$ cat src/rtl/rr_arbiter8_pkg.sv
// Shared types and constants for the 8-way round-robin arbiter.
// TIMEOUT only has an effect in builds that define ARB_TIMEOUT_EN.
package rr_arbiter8_pkg;

  localparam int N       = 8;
  localparam int PW      = 3;
  localparam int TIMEOUT = 16;

  typedef enum logic {
    ST_IDLE = 1'b0,
    ST_BUSY = 1'b1
  } state_t;

  typedef struct packed {
    state_t        state;
    logic [PW-1:0] ptr;
  } arb_dbg_t;

  // One-hot to index; returns 0 for an all-zero input.
  function automatic logic [PW-1:0] oh_idx(input logic [N-1:0] oh);
    oh_idx = '0;
    for (int i = 0; i < N; i++) begin
      if (oh[i]) oh_idx = oh_idx | PW'(i);
    end
  endfunction

endpackage

$ cat src/rtl/rr_arbiter8_pick8.sv
// Combinational round-robin pick: the first set req bit at or above ptr
// (wrapping 7->0) comes out as a one-hot win vector.
module rr_pick8
  import rr_arbiter8_pkg::*;
(
  input  logic [N-1:0]  req,
  input  logic [PW-1:0] ptr,
  output logic [N-1:0]  win
);

  logic [N-1:0] rot;
  logic [N-1:0] sel;
  logic [PW:0]  back_shift;

  // rot[k] is req[(ptr+k) mod N], so bit 0 of rot is the highest-priority slot.
  assign rot        = N'({req, req} >> ptr);
  assign sel        = rot & (~rot + N'(1));
  assign back_shift = (PW+1)'(N) - {1'b0, ptr};
  assign win        = N'({sel, sel} >> back_shift);

endmodule

$ cat src/rtl/rr_arbiter8.sv
// Round-robin arbiter for 8 requesters with a registered one-hot grant.
// Define ARB_TIMEOUT_EN to revoke grants held longer than TIMEOUT cycles.
// The owner-release strobe is named rel because release is a reserved word.
module rr_arbiter8
  import rr_arbiter8_pkg::*;
(
  input  logic         clk,
  input  logic         rst_n,
  input  logic [N-1:0] req,
  input  logic         rel,
  output logic [N-1:0] grant,
  output logic         grant_valid,
  output logic         timeout,
  output arb_dbg_t     dbg
);

  // Handshake: req is level-sensitive and must stay high for as long as the
  // requester wants the grant; rel is a one-cycle pulse from the current
  // owner and is ignored while no grant is outstanding.

  state_t        state;
  logic [PW-1:0] ptr;
  logic [N-1:0]  win;
  logic          owner_gone;
  logic          exit_busy;

  rr_pick8 u_pick (
    .req (req),
    .ptr (ptr),
    .win (win)
  );

  assign owner_gone = ((req & grant) == '0);
  assign exit_busy  = rel | owner_gone;

`ifdef ARB_TIMEOUT_EN
  localparam int CW = $clog2(TIMEOUT + 1);
  logic [CW-1:0] cnt;
  logic          timeout_q;
  assign timeout = timeout_q;
`else
  assign timeout = 1'b0;
`endif

  always_ff @(posedge clk or negedge rst_n) begin
    if (!rst_n) begin
      state       <= ST_IDLE;
      grant       <= '0;
      grant_valid <= 1'b0;
      ptr         <= '0;
`ifdef ARB_TIMEOUT_EN
      cnt         <= '0;
      timeout_q   <= 1'b0;
`endif
    end else begin
`ifdef ARB_TIMEOUT_EN
      timeout_q <= 1'b0;
`endif
      case (state)
        ST_IDLE: begin
          if (req != '0) begin
            grant       <= win;
            grant_valid <= 1'b1;
            ptr         <= oh_idx(win) + PW'(1);
            state       <= ST_BUSY;
`ifdef ARB_TIMEOUT_EN
            cnt         <= '0;
`endif
          end
        end
        ST_BUSY: begin
          // Release / owner drop outrank the timer, so timeout stays low then.
          if (exit_busy) begin
            grant       <= '0;
            grant_valid <= 1'b0;
            state       <= ST_IDLE;
`ifdef ARB_TIMEOUT_EN
          end else if (cnt == CW'(TIMEOUT - 1)) begin
            grant       <= '0;
            grant_valid <= 1'b0;
            state       <= ST_IDLE;
            timeout_q   <= 1'b1;
          end else begin
            cnt         <= cnt + CW'(1);
`endif
          end
        end
        default: begin
          state       <= ST_IDLE;
          grant       <= '0;
          grant_valid <= 1'b0;
        end
      endcase
    end
  end

  always_comb begin
    dbg       = '0;
    dbg.state = state;
    dbg.ptr   = ptr;
  end

  a_grant_clean : assert property (@(posedge clk) disable iff (!rst_n)
    $onehot0(grant) && (grant_valid == (|grant)));

endmodule

$ cat config.mk
export PLATFORM = sky130hd
export DESIGN_NAME = rr_arbiter8
export DESIGN_NICKNAME = d
export VERILOG_FILES = /design/src/rtl/rr_arbiter8_pkg.sv /design/src/rtl/rr_arbiter8_pick8.sv /design/src/rtl/rr_arbiter8.sv
export SDC_FILE = /design/constraint.sdc
export NUM_CORES = 1
export LEC_CHECK = 0
export CAP_MARGIN = 10
export CORE_UTILIZATION = 30
export CTS_CLUSTER_SIZE = 10
export DETAILED_ROUTE_END_ITERATION = 7
export PLACE_DENSITY_LB_ADDON = 0.3
export SYNTH_ARGS = -nofsm -noshare
export SYNTH_HDL_FRONTEND = slang
export SYNTH_SLANG_ARGS = --single-unit
$ cat constraint.sdc
create_clock -name clk -period 4.03 [get_ports clk]
set_clock_uncertainty 0.05 [all_clocks]
set_input_delay 0.6045 -clock clk [delete_from_list [all_inputs] [get_ports clk]]
set_output_delay 0.6045 -clock clk [all_outputs]
set_load 0.01 [all_outputs]
## Yosys cells after proc, flatten, opt, wreduce, memory -nomap -nowiden

Cells that the tools add are included.

| storage, ports and cells | value |
|---|---|
| register bits after elaboration | 13 |
| output and inout bits | 14 |
| word-level logic and storage cells | 38 |
| input port bits | 11 |

| operators by class | value |
|---|---|
| shifts and indexed selects | 2 |
| mux-type cells | 18 |
| reductions and logical operators | 4 |
| bitwise gates (word level) | 5 |
| equal/unequal tests | 2 |
| add/subtract/negate cells | 3 |

Operators with widths:

| operator | number |
|---|---|
| $mux W3 | 6 |
| $and A8 B8 Y8 | 2 |
| $mux W8 | 2 |
| $pmux W8 S2 | 1 |
| $shr A16 B3 Y8 | 1 |
| $shr A16 B4 Y8 | 1 |
| $add A8 B1 Y8 const B | 1 |
| $logic_not A8 Y1 | 1 |
| $not A8 Y8 | 1 |
| $reduce_bool A8 Y1 | 1 |
| $mux W1 | 5 |
| $mux W2 | 2 |
| $pmux W1 S2 | 2 |
| $reduce_and A2 Y1 | 2 |
| $sub A4 B3 Y4 const A | 1 |
| $add A3 B1 Y3 const B | 1 |
| $ne A2 B1 Y1 const B | 1 |
| $ne A2 B2 Y1 const B | 1 |
| $not A1 Y1 | 1 |
| $or A1 B1 Y1 | 1 |

## Logic depth before layout (Yosys ltp)

Gate-level depths: netlist of the first run.

| depth | value |
|---|---|
| depth after elaboration | 15 |
| gate-level depth with buffers | 16 |
| depth with buffers taken out | 12 |

## Modules after synthesis

A second synthesis of the first run with hierarchy kept.

| second synthesis, totals | value |
|---|---|
| cell total of the unflattened synthesis | 218 |
| area total of the unflattened synthesis | 1,830.5 µm² |

Modules (own cells, without submodules):

| module | instances | area each (µm²) | seq. area each (µm²) | cells each |
|---|---|---|---|---|
| rr_pick8 | 1 | 1,021.0 | 0.0 | 132 |
| rr_arbiter8 | 1 | 809.5 | 325.3 | 86 |

## Worst setup path before layout of the first run

OpenSTA, ideal clock, no wires.

| path | value |
|---|---|
| kind | input to register |
| from | in req[0] |
| to | reg ptr[2] |
| library setup time | 0.120 ns |
| required time | 3.860 ns |
| setup slack | 0.868 ns |
| cell stages on the path | 13 |
| path buffers | 1 |
| arrival | 2.992 ns |
| cells stage by stage | clkbuf_1 > mux4_1 > mux2_2 > nand4_1 > o31ai_1 > a32o_2 > and3b_4 > nor3_4 > nand3_1 > ha_1 > inv_1 > nand3_1 > a31o_1 |

| on the way | value |
|---|---|
| cells in the longest elaborated chain, start to end | 15 |
| elaborated cells between the ends (all ways) | 17 |
| those cells by class | 2 x add/sub; 2 x shift; 9 x mux; 2 x bitwise; 2 x reduce/logical |

RTL lines:

| what | RTL line | text |
|---|---|---|
| start, declared | rr_arbiter8.sv:9 | `input logic [N-1:0] req,` |
| $shr A16 B3 Y8 | rr_arbiter8_pick8.sv:16 | `assign rot = N'({req, req} >> ptr);` |
| $not A8 Y8 | rr_arbiter8_pick8.sv:17 | `assign sel = rot & (~rot + N'(1));` |
| $add A8 B1 Y8 | rr_arbiter8_pick8.sv:17 |  |
| $and A8 B8 Y8 | rr_arbiter8_pick8.sv:17 |  |
| $shr A16 B4 Y8 | rr_arbiter8_pick8.sv:19 | `assign win = N'({sel, sel} >> back_shift);` |
| $mux W1 | rr_arbiter8_pkg.sv:23 | `if (oh[i]) oh_idx = oh_idx \| PW'(i);` |
| $mux W2 (2 in a row) | rr_arbiter8_pkg.sv:23 |  |
| $mux W3 (4 in a row) | rr_arbiter8_pkg.sv:23 |  |
| $mux W3 | rr_arbiter8.sv:61 | `if (req != '0) begin` |
| $mux W3 | rr_arbiter8.sv:59 | `case (state)` |
| $add A3 B1 Y3 | rr_arbiter8.sv:64 | `ptr <= oh_idx(win) + PW'(1);` |
| end signal, assigned | rr_arbiter8.sv:64 |  |
| end, declared | rr_arbiter8.sv:22 | `logic [PW-1:0] ptr;` |

Parallel ways exist; a longest one is shown, timed or not. The select of a mux whose other input is x is not followed.
A chain may end at the register's enable or synchronous reset.

## Worst setup path after layout of the first run

| path | value |
|---|---|
| from | in req[6] |
| to | reg ptr[2] |

The elaborated chain is that of the path after synthesis.

==> impl_metrics.csv, run 1 <==
group,metric,value,unit
critical_path,worst_ep_required_time,4.11,ns
cells_and_area,layout-drive-gt1-share,24.02,%
placed_design,dp_hpwl,4.483,mm
critical_path,r2r_slack,0.55,ns
cts,clock_latency,0.24,ns
floorplan,die_h,85.36,um
cells_and_area,nets,268,
placed_design,gp_congestion,0.9289,
cts,cts_resized,0,
global_routing,track_usage,16.66,%
critical_path,r2r_cells,13,
pwr,leakagePower,0.8723,nW
sta,setup_viol,0,
cts,cts_made_buffers,3,
cells_and_area,syn_to_final_growth,13.09,%
route,vias,2014,
global_routing,grt_start_max_net_pins,28,
logic_synthesis,synth_area_leaders,"dfrtp_1, mux4_2, nand2_1, clkbuf_8, nor2_1",
placed_design,placed_area,2312,sq um
sta,period_share,90.90,%
sta,timing.slew.headroom,54.41,%
floorplan,initial_utilization,30.85,%
critical_path,crit_fanout,10,
logic_synthesis,netlist_instances,236,
outcome,outcome,"finished clean",
logic_synthesis,synthTopCellsByCount,"nand2_1, nor2_1, dfrtp_1",
logic_synthesis,ys.flop_type,"dfrtp_1",
logic_synthesis,avgSynthCellArea,8.833,sq um
cts,post_cts_buffers,0,
logic_synthesis,ys_async_sr_fraction,100.0,%
cts,clock_sinks,13,
cts,clock-root-buffer,"clkbuf_8",
floorplan,core_area,6756,sq um
sta,drv_slew,0,
route,drt_first_pass_iters,5,
sta,hold_viol_final,0,
sta,post-route-min-period,3.663,ns
route,ant_nets,0,
route,drtIter0Drc,206,
route,wl,5.838,mm
floorplan,die_w,85.36,um
logic_synthesis,seq_area_frac_synth,15.61,%
cells_and_area,final_cells,334,
cells_and_area,fillCellCount,708,
floorplan,die-area,7285,sq um
critical_path,path_class,"input pin to flip-flop",
placed_design,portBuffers,23,
global_routing,grt_pass1_wl,9.653,mm
pwr,ir_worst_vdd,0.4566,mV
run,drv_cap,0,
floorplan,io_pins,25,
cts,htree_levels,1,
cells_and_area,n_antenna_cell,0,
sta,fmax,273.0,MHz
pwr,cellPowerDensity,1002,nW/um^2
cts,cts_hold_buf,0,
cells_and_area,multi_input_area,1524,sq um
sta,rsz0062_at_grt,"no",
sta,tightest_slew,0.6666,ns
logic_synthesis,synth.most_common_cell,"nand2_1",
critical_path,start_kind,"input pin",
min_path,min_path_type,"flip-flop to flip-flop",
logic_synthesis,ys_seq_elements,13,
global_routing,grt_antenna_before_repair,0,
logic_synthesis,netlist_area,2084,sq um
min_path,hold_depth,2,
logic_synthesis,netlist.area_leader.share,15.61,%
logic_synthesis,syn_nets,249,
floorplan,placementRows,30,
sta,setup_tns,0,ns
global_routing,grt_overflow,0,
logic_synthesis,synthDistinctLibCells,73,
critical_path,worstSetupEndpointType,"flip-flop",
global_routing,grt_pass1_vias,1853,
critical_path,worstPathArrival,3.75,ns
placed_design,dp.cells,330,
route,drc,0,
cts,clk_pin_slew,0.05,ns
cts,cts_tree,"yes",
cells_and_area,final-seq-area,326.6,sq um
logic_synthesis,synth-edff-count,0,
logic_synthesis,yosysTopAreaCell,"dfrtp_1",
route,viasPerCell,6.030,
route,wl_per_cell,17.48,um
logic_synthesis,ys_warn_count,0,
cts,clock_path_buffers,2,
cells_and_area,fin_area,2357,sq um
==> metrics by stage <==
step                      hold WS, ns  utilization (%)  setup WS, ns  power [mW]
after floorplan                0.2589                -        0.8682       1.853
after global placement         0.4812            34.22        0.2036       2.232
after detailed placement       0.5016            34.22        0.1638       2.221
after CTS                      0.5174            34.89        0.4187       2.350
after global routing           0.5328            34.89        0.1208       2.571
final                          0.5042            34.89        0.3666       2.361
==> cell type report <==
class                   instances  share of cell area [%]
clock buffers                   4                   1.911
inverters                       7                   1.115
multi-input cells             193                   64.65
flip-flops and latches         13                   13.85
well taps                      80                   4.246
repair buffers                 37                   14.23
==> kinds of logic (layout without fill, tap and decap cells) <==
group / after synthesis / after routing / share of synthesized area (%)
muxes: 22 / 22 / 18.19
other: 1 / 1 / 0.1799
xor gates and xnor gates: 2 / 2 / 0.8405
AOI/OAI and AO/OA: 75 / 75 / 27.43
and+or+nand+nor: 91 / 91 / 25.27
buffers and inverters: 30 / 48 / 11.28
adders and majority gates: 2 / 2 / 1.200
DFF: 13 / 13 / 15.61
==> path summary, 6_finish.rpt <==
kind,from,end
worst max-delay path,req[6],ptr[2]
worst min-delay path,grant_valid,grant_valid
worst max register to register,ptr[0],ptr[2]
worst min register to register,grant_valid,grant_valid
max in group asynchronous,rst_n,ptr[0]
min in group asynchronous,rst_n,grant[4]
==> registers in the layout, summed over array words and instances, names as in the netlist <==
register and count:
grant_valid 1, grant 8, state 1, ptr 3
==> cells in the final DEF (no fill, tap or decap), types with 3 or more instances in the layout <==
master,n
nand2_1,25
clkdlybuf4s50_1,23
nor2_1,17
buf_4,14
dfrtp_1,12
o22ai_1,10
mux4_2,8
o21ai_0,8
inv_1,6
a31oi_1,6
a21oi_1,6
nor2b_1,5
nand2b_1,5
nor3b_1,5
nand3_1,5
mux2i_1,4
mux2_2,4
o221ai_1,4
a22oi_1,4
nor4_1,4
a2111oi_0,3
o211ai_1,3
a22o_1,3
clkbuf_8,3
==> where the power goes <==
part           internal (mW)  total (mW)  leakage [nW]  switching, mW
Sequential             0.190       0.305         0.166          0.115
Clock                 0.0699       0.116        0.0228         0.0464
Combinational          0.858        1.94         0.684           1.08
Total                   1.12        2.36         0.872           1.24
==> critical path, stage by stage <==
cell and delay [ns]:
clkdlybuf4s50_1 0.63, mux2i_1 0.38, nor3b_1 0.10, or4_1 0.56, o2bb2ai_1 0.18, a32oi_1 0.27
a21oi_2 0.09, nor3_4 0.26, nand3_1 0.12, ha_1 0.21, inv_1 0.07, nand3_1 0.06
a31o_1 0.21
==> metal layers <==
metal	track usage [%]	wire length, um	vias up
met5	0	0	-
met4	5.152	94	0
met3	1.070	314	8
met2	26.98	2626	92
met1	23.78	2803	959
li1	-	-	955
Power figures use the tool's default switching activity.
==> run 2, diff against run 1 <==
--- a/config.mk
+++ b/config.mk
@@ -6,6 +6,8 @@
 export NUM_CORES = 1
 export LEC_CHECK = 0
 export CAP_MARGIN = 10
+export CELL_PAD_IN_SITES_DETAIL_PLACEMENT = 1
+export CELL_PAD_IN_SITES_GLOBAL_PLACEMENT = 2
 export CORE_UTILIZATION = 30
 export CTS_CLUSTER_SIZE = 10
 export DETAILED_ROUTE_END_ITERATION = 7
==> run 2 against run 1 <==
Sequential power rose by 9.5%. Core utilization is 0.56 points higher. Wire length is 13% higher. Register-to-register slack got worse by 0.08 ns. Cell area is 1.6% higher. Sequential cell count is the same. Critical path type unchanged. Fmax is 0.38% higher. Largest power group unchanged.
==> impl_metrics.csv, run 2 (synthesis gave the netlist of run 1 again) <==
group,metric,value,unit
cells_and_area,layout-drive-gt1-share,25.48,%
cts,cts_tree,"yes",
critical_path,crit_fanout,8,
floorplan,core_area,6756,sq um
min_path,min-delay-start,"grant_valid",
cells_and_area,fin_area,2395,sq um
route,drt_first_pass_iters,4,
pwr,total_power,2.448,mW
cells_and_area,fillCellCount,799,
floorplan,io_pins,25,
floorplan,placementRows,30,
pwr,p_seq_share,13.6,%
route,drc,0,
pwr,internal_power,1.151,mW
route,ant_nets,0,
cts,clock_path_buffers,2,
placed_design,gp_congestion,0.8151,
critical_path,worst_path_largest_cell_delay,0.73,ns
min_path,min_path_type,"flip-flop to flip-flop",
pwr,clkPwrFrac,4.8,%
cts,htree_levels,1,
sta,setup_tns,0,ns
pwr,leakagePower,0.8955,nW
cts,clock_latency,0.25,ns
route,wl_per_cell,19.53,um
route,vias,2002,
floorplan,die-area,7285,sq um
sta,fmax,274.0,MHz
sta,drv_slew,0,
global_routing,grt_pass1_vias,2004,
cells_and_area,largest_reg_flops,8,
route,viasPerCell,5.906,
critical_path,critPathSlowestCell,"a2111oi_0",
cts,clk_pin_slew,0.05,ns
sta,tightest_slew,0.8160,ns
cts,cts_resized,0,
route,wl,6.622,mm
sta,post-route-min-period,3.649,ns
outcome,outcome,"finished clean",
cells_and_area,final_cell_mix,"nand2_1, clkdlybuf4s50_1, buf_4",
global_routing,grt_pass1_wl,10.83,mm
cts,post_cts_buffers,0,
cells_and_area,nets,273,
global_routing,grt_antenna_before_repair,0,
critical_path,rr_startpoint,"ptr[0]",
critical_path,crit_chain,"clkdlybuf4s50_1, and2b_2, a2111oi_0, nor4_2, nor2_1, nand3_2, a31oi_1, a41oi_1, buf_4, nand3_1, ha_1, inv_1, a21o_1, a31o_1",
placed_design,portBuffers,23,
pwr,p_switching,1.297,mW
pwr,power_frac_comb,81.6,%
critical_path,worstSetupEndpointType,"flip-flop",
run,drv_cap,0,
floorplan,initial_utilization,30.85,%
critical_path,start_kind,"input pin",
sta,hold_viol_final,0,
cells_and_area,final_cells,339,
sta,timing.slew.headroom,44.20,%
sta,setup_viol,0,
critical_path,worst_ep_required_time,4.12,ns
critical_path,cp-startpoint,"req[2]",
pwr,cellPowerDensity,1022,nW/um^2
cells_and_area,syn_to_final_growth,14.89,%
cts,clock_sinks,13,
floorplan,die_h,85.36,um
placed_design,dp.cells,335,
cts,cts_made_buffers,3,
sta,period_share,90.56,%
cells_and_area,layout_commonest_cell,"nand2_1",
critical_path,worstPathArrival,3.73,ns
pwr,swShare,52.97,%
global_routing,track_usage,18.98,%
global_routing,grt_start_max_net_pins,34,
global_routing,grt_overflow,0,
cells_and_area,n_antenna_cell,0,
sta,fin_hold_ws,0.4898,ns
cts,clock-root-buffer,"clkbuf_8",
route,drtIter0Drc,140,
cells_and_area,regMostFlops,"grant",
floorplan,die_w,85.36,um
cts,cts_hold_buf,0,
critical_path,path_class,"input pin to flip-flop",
placed_design,placed_area,2350,sq um
placed_design,dp_hpwl,5.149,mm
sta,rsz0062_at_grt,"no",
cells_and_area,reg_top3,"grant x8, ptr x3",
pwr,ir_worst_vdd,0.3722,mV
==> run 2: cell count changes in the layout (fill, tap and decap cells not counted), sizes merged <==
cell,delta
buf,+5
==> run 2: worst max-delay path, delay by kind of cell <==
family                     cells  cell delay [ns]
AOI/OAI and AO/OA              5             1.36
adders and majority gates      1             0.14
buffers and inverters          3             0.77
and+or+nand+nor                5             0.87
==> run 2: layout make-up <==
| type | count | area [sq um] | share of cell area, % |
|---|---|---|---|
| multi-input cells | 193 | 1524 | 63.64 |
| repair buffers | 42 | 372.9 | 15.57 |
| flip-flops and latches | 13 | 326.6 | 13.64 |
| well taps | 80 | 100.1 | 4.180 |
| clock buffers | 4 | 45.04 | 1.881 |
| inverters | 7 | 26.28 | 1.097 |
==> run 2: power groups by stage <==
stage / Sequential [mW] / Clock, mW / Combinational [mW]
final: 0.334 / 0.118 / 2.00
after floorplan: 0.251 / 0 / 1.60
after global routing: 0.352 / 0.124 / 2.18
after CTS: 0.337 / 0.123 / 1.99
after detailed placement: 0.337 / 0 / 1.98
after global placement: 0.341 / 0 / 2.00
==> run 2: through the flow <==
step / util [%] / worst slack, ns
6_report: 35.44 / 0.3805
5_1_grt: 35.44 / 0.1601
4_1_cts: 35.44 / 0.3575
3_5_place_dp: 34.78 / 0.09604
3_3_place_gp: 34.78 / 0.08362
2_1_floorplan: - / 0.8682
==> run 2: per-layer routing <==
| metal | vias up | track usage (%) | share of wire [%] |
|---|---|---|---|
| met5 | - | 0 | 0 |
| met1 | 972 | 27.00 | 49 |
| met3 | 9 | 1.070 | 3.4 |
| li1 | 958 | - | - |
| met2 | 63 | 31.09 | 46 |
| met4 | 0 | 5.606 | 1.8 |
==> run 2: path summary, 6_finish.rpt <==
check,to,slack (ns),cells past startpoint
max in group asynchronous,ptr[0],2.79,1
worst max register to register,ptr[2],0.47,13
worst min register to register,grant_valid,0.49,2
worst max-delay path,ptr[2],0.38,14
min in group asynchronous,grant[2],0.70,1
worst min-delay path,grant_valid,0.49,2
